==> config.mk <==
export PLATFORM = sky130hd
export DESIGN_NAME = multibyte_serial_adder
export DESIGN_NICKNAME = d
export VERILOG_FILES = /design/src/rtl/multibyte_serial_adder.sv
export SDC_FILE = /design/constraint.sdc
export NUM_CORES = 1
export LEC_CHECK = 0
export BUFFER_PORTS_ARGS = -buffer_cell sky130_fd_sc_hd__buf_4
export CAP_MARGIN = 10
export CELL_PAD_IN_SITES_DETAIL_PLACEMENT = 0
export CELL_PAD_IN_SITES_GLOBAL_PLACEMENT = 1
export CORE_MARGIN = 2
export CORE_UTILIZATION = 44
export DETAILED_ROUTE_END_ITERATION = 10
export PLACE_DENSITY = 0.91
export SLEW_MARGIN = 30
export SYNTH_ARGS = -nofsm -noshare
export SYNTH_HDL_FRONTEND = slang
export SYNTH_SLANG_ARGS = --single-unit
==> constraint.sdc <==
create_clock -name clk -period 6.93 [get_ports clk]
set_clock_uncertainty 0.15 [all_clocks]
set_input_delay 0.693 -clock clk [delete_from_list [all_inputs] [get_ports clk]]
set_output_delay 0.693 -clock clk [all_outputs]
set_load 0.03 [all_outputs]
==> src/rtl/multibyte_serial_adder.sv <==
// Byte-serial adder: adds two WORDS-byte operands through one shared 8-bit slice,
// carrying between bytes in a register so the combinational carry chain stays 8 bits.
module multibyte_serial_adder #(
  parameter int WORDS = 4
) (
  input  logic               clk,
  input  logic               rst_n,
  input  logic               start,
  input  logic [8*WORDS-1:0] a,
  input  logic [8*WORDS-1:0] b,
  input  logic               cin,
  output logic               busy,
  output logic               done,
  output logic [8*WORDS-1:0] sum,
  output logic               cout
);

  localparam int W     = 8 * WORDS;
  localparam int IDX_W = (WORDS > 1) ? $clog2(WORDS) : 1;
  localparam logic [IDX_W-1:0] LAST_IDX = IDX_W'(WORDS - 1);

  localparam logic [1:0] S_IDLE = 2'd0;
  localparam logic [1:0] S_RUN  = 2'd1;
  localparam logic [1:0] S_DONE = 2'd2;

  logic [1:0]       state;
  logic [W-1:0]     a_p0;
  logic [W-1:0]     b_p0;
  logic             carry_p0;
  logic [IDX_W-1:0] idx_p0;
  logic [7:0]       a_byte_p0;
  logic [7:0]       b_byte_p0;
  logic [8:0]       slice_p0;

  function automatic logic [8:0] add_byte(input logic [7:0] x, input logic [7:0] y,
                                          input logic ci);
    return {1'b0, x} + {1'b0, y} + {8'd0, ci};
  endfunction

  // Stage 0: byte mux from the captured operands into the shared slice
  always_comb begin
    a_byte_p0 = '0;
    b_byte_p0 = '0;
    for (int k = 0; k < WORDS; k++) begin
      if (idx_p0 == IDX_W'(k)) begin
        a_byte_p0 = a_p0[8*k +: 8];
        b_byte_p0 = b_p0[8*k +: 8];
      end
    end
  end

  assign slice_p0 = add_byte(a_byte_p0, b_byte_p0, carry_p0);

  // Stage 1: slice result lands in its byte lane of sum, carry is registered
  always_ff @(posedge clk or negedge rst_n) begin
    if (!rst_n) begin
      state    <= S_IDLE;
      a_p0     <= '0;
      b_p0     <= '0;
      carry_p0 <= 1'b0;
      idx_p0   <= '0;
      busy     <= 1'b0;
      done     <= 1'b0;
      sum      <= '0;
      cout     <= 1'b0;
    end else begin
      case (state)
        S_IDLE: begin
          done <= 1'b0;
          if (start) begin
            a_p0     <= a;
            b_p0     <= b;
            carry_p0 <= cin;
            idx_p0   <= '0;
            sum      <= '0;
            cout     <= 1'b0;
            busy     <= 1'b1;
            state    <= S_RUN;
          end
        end
        S_RUN: begin
          for (int k = 0; k < WORDS; k++) begin
            if (idx_p0 == IDX_W'(k)) sum[8*k +: 8] <= slice_p0[7:0];
          end
          carry_p0 <= slice_p0[8];
          if (idx_p0 == LAST_IDX) begin
            cout  <= slice_p0[8];
            done  <= 1'b1;
            state <= S_DONE;
          end else begin
            idx_p0 <= idx_p0 + 1'b1;
          end
        end
        S_DONE: begin
          done  <= 1'b0;
          busy  <= 1'b0;
          state <= S_IDLE;
        end
        default: begin
          done  <= 1'b0;
          busy  <= 1'b0;
          state <= S_IDLE;
        end
      endcase
    end
  end

endmodule

==> results.py <==
metrics = {
    "die": {
        "die_x_um": 110,
        "rows": 38,
        "start_util_pct": 45.4,
        "io-pin-count": 103,
        "die-area_um2": 12100,
        "die-height_um": 110,
        "coreArea_um2": 10900,
    },
    "critical_path": {
        "critPathMaxStageDelay_ns": 0.73,
        "cpMaxStageDelayCell": "ha_1",
        "crit_chain": "inv_1 > ha_1 > nor2b_1 > a221oi_1 > nor3_1 > a21oi_1 > fa_1 > inv_1 > fa_1 > a211o_1 > a21o_1 > a211oi_2 > nor3_2 > mux2_2",
        "path_class": "reg2reg",
        "arrival_ns": 4.42,
        "critPathMaxFanout": 28,
        "crit_required_ns": 7.05,
        "cp-end-kind": "register",
        "worstSetupStartpointType": "register",
    },
    "min_path": {
        "min_path_type": "in2async",
    },
    "layout": {
        "area_growth_pct": 20.8,
        "diodes": 0,
        "nets": 729,
        "final_layout_size_suffix_gt1_share_pct": 21.3,
        "finish.instance_area_um2": 5970,
    },
    "cts": {
        "cts_buffer_depth": 2,
        "post_cts_buffers": 0,
        "cts_max_level": 3,
        "clkTransAtPathRegs_ns": 0.10,
        "cts.sinks": 104,
        "cts_hold_buf": 0,
        "cts-resized-gates": 0,
        "clk_latency_ns": 0.38,
        "root_buffer": "clkbuf_8",
        "cts_tree": "done",
        "cts_buffers": 9,
    },
    "run": {
        "cap_viol_max_count": 0,
    },
    "yosys": {
        "synth_area_um2": 4940,
        "synth_top_area_share_pct": 52.7,
        "async_reset_ff_share_pct": 100,
        "synth_warnings": 0,
        "synth.most_common_cell": "nand2_1",
        "syn_area_per_cell_um2": 8.76,
        "synthDistinctLibCells": 39,
        "ys_seq_area_share_pct": 52.7,
        "yosysTopAreaCell": "dfrtp_1",
        "synth_common_cells": "244 x nand2_1, 104 x dfrtp_1, 31 x a21oi_1",
        "ys_top_cells_by_area": "dfrtp_1 53%, nand2_1 19%, mux2_2 3.2%",
        "synth-seq-cells": 104,
        "synth-main-ff-cell": "dfrtp_1",
        "syn-instance-count": 564,
        "synth_edf_count": 0,
        "syn-num-nets": 645,
    },
    "timing": {
        "fin_setup_tns_ns": 0,
        "rsz0062_at_grt": "false",
        "tightest_slew_ns": 0.866,
        "fin_crit_sh_pct": 62.1,
        "fmax_mhz": 232,
        "relSlewSlack_pct": 42.3,
        "slew_violations": 0,
        "hold_viol": 0,
        "setup_viol": 0,
        "period_needed_ns": 4.30,
    },
    "route": {
        "drc_errors": 0,
        "dr.pass1.iters": 4,
        "viasPerCell": 5.13,
        "ant_nets": 0,
        "finalWirelength_um": 11800,
        "drt_iter0_markers": 229,
        "via_count": 4070,
        "wl_per_cell_um": 14.9,
    },
    "pwr": {
        "ir_worst_vdd_v": 0.000235,
        "leakage_nw": 3.08,
        "switching_power_mw": 1.39,
        "power_frac_comb_pct": 54.2,
        "seq_power_share_pct": 34.2,
        "pwr_density_cell_nw_per_um2": 510,
        "p_int_mw": 1.65,
        "p_sw_share_pct": 45.8,
        "clkPwrFrac_pct": 11.7,
    },
    "place": {
        "port_buffers": 102,
        "gp_congestion": 0.831,
        "place_hpwl_um": 8690,
        "placed_area_um2": 5780,
    },
    "global_routing": {
        "grt_antenna_before_repair": 0,
        "busiest_layer": "met2",
        "gr-total-overflow": 0,
        "grt_pass1_wl_um": 19100,
        "grt_pass1_vias": 3927,
        "gr-usage-all-layers_pct": 20.6,
        "grt_use_met1_pct": 28.2,
        "use_met3_pct": 3.68,
        "grt_util_met2_pct": 32.7,
        "grt_max_degree": 74,
    },
    "status": {
        "status": "finished, final reports clean",
    },
}
## placed cells by master (no fill, tap or decap), drive strengths merged, types with 3 or more instances in the layout
cell / Yosys / layout
a21o: 5 / 5
a21oi: 31 / 31
a22o: 7 / 7
a22oi: 6 / 6
buf: 9 / 105
clkbuf: 23 / 10
dfrtp: 104 / 104
ha: 11 / 11
inv: 7 / 9
mux2: 14 / 14
nand2: 244 / 244
nand2b: 3 / 3
nand3b: 8 / 8
nor2: 15 / 15
nor2b: 8 / 8
nor3: 5 / 5
o21a: 4 / 4
o21ai: 29 / 29
o31ai: 7 / 7
## power by group through the flow
| stage | registers (mW) | logic [mW] | clock network, mW |
|---|---|---|---|
| 3_5_place_dp | 1.05 | 1.65 | 0 |
| 4_1_cts | 1.04 | 1.66 | 0.359 |
| 2_1_floorplan | 1.13 | 1.08 | 0 |
| 6_report | 1.04 | 1.65 | 0.355 |
| 5_1_grt | 1.07 | 1.83 | 0.387 |
| 3_3_place_gp | 1.05 | 1.59 | 0 |
## state kept, by name (all words and copies together), names as in the netlist
signal    cells
done          1
idx_p0        2
cout          1
state         2
a_p0         32
sum          32
carry_p0      1
busy          1
b_p0         32
## critical path, delay by kind of cell, from the launching register on
kind / cells / cell delay [ns]
adder cells (fa/ha/maj): 3 / 1.38
AO/OA/AOI/OAI: 5 / 1.28
AND/OR/NAND/NOR: 3 / 0.48
flip-flops: 1 / 0.42
multiplexers: 1 / 0.30
buffers and inverters: 2 / 0.16
## logic make-up (layout without fill, tap and decap cells)
family	after synthesis	count (layout)	synth area share, %
AND/OR/NAND/NOR	290	290	24.0
AO/OA/AOI/OAI	100	100	12.6
XOR/XNOR	3	3	0.532
buffers and inverters	39	128	3.19
adder cells (fa/ha/maj)	13	13	3.60
multiplexers	15	15	3.39
flip-flops	104	104	52.7
## stage by stage
stage | setup WS, ns | utilization (%) | cells | hold WS, ns | power, mW
2_1_floorplan | 3.48 | - | 564 | 0.247 | 2.21
3_3_place_gp | 2.93 | 53.0 | 777 | 0.310 | 2.64
3_5_place_dp | 2.70 | 53.1 | 777 | 0.315 | 2.70
4_1_cts | 2.68 | 54.7 | 793 | 0.0941 | 3.06
5_1_grt | 2.31 | 54.8 | 793 | 0.105 | 3.29
6_report | 2.63 | 54.8 | 793 | 0.0880 | 3.05
## layer usage
layer / routed length, um / vias up
met5: 0 / -
met3: 758 / 18
li1: - / 2030
met2: 5380 / 131
met1: 5410 / 1891
met4: 265 / 0
## worst paths after layout
| path | slack (ns) | endpoint | startpoint | cells after the start |
|---|---|---|---|---|
| min in group clk | 0.34 | b_p0[6] | b_p0[6] | 2 |
| hold reg to reg | 0.34 | b_p0[6] | b_p0[6] | 2 |
| hold / removal | 0.09 | sum[0] | rst_n | 1 |
| setup / recovery | 2.63 | sum[14] | idx_p0[1] | 14 |
| setup reg to reg | 2.63 | sum[14] | idx_p0[1] | 14 |
| max in group asynchronous | 5.56 | b_p0[25] | rst_n | 2 |
## final cells by class
cell class / instances / area [um^2]
fill: 996 / 4920
clock inverter: 6 / 52.6
timing repair buffer: 105 / 792
clock buffer: 10 / 128
inverter: 7 / 26.3
tap: 140 / 175
multi-input combinational: 421 / 2190
sequential: 104 / 2600
Power figures use the tool's default switching activity.
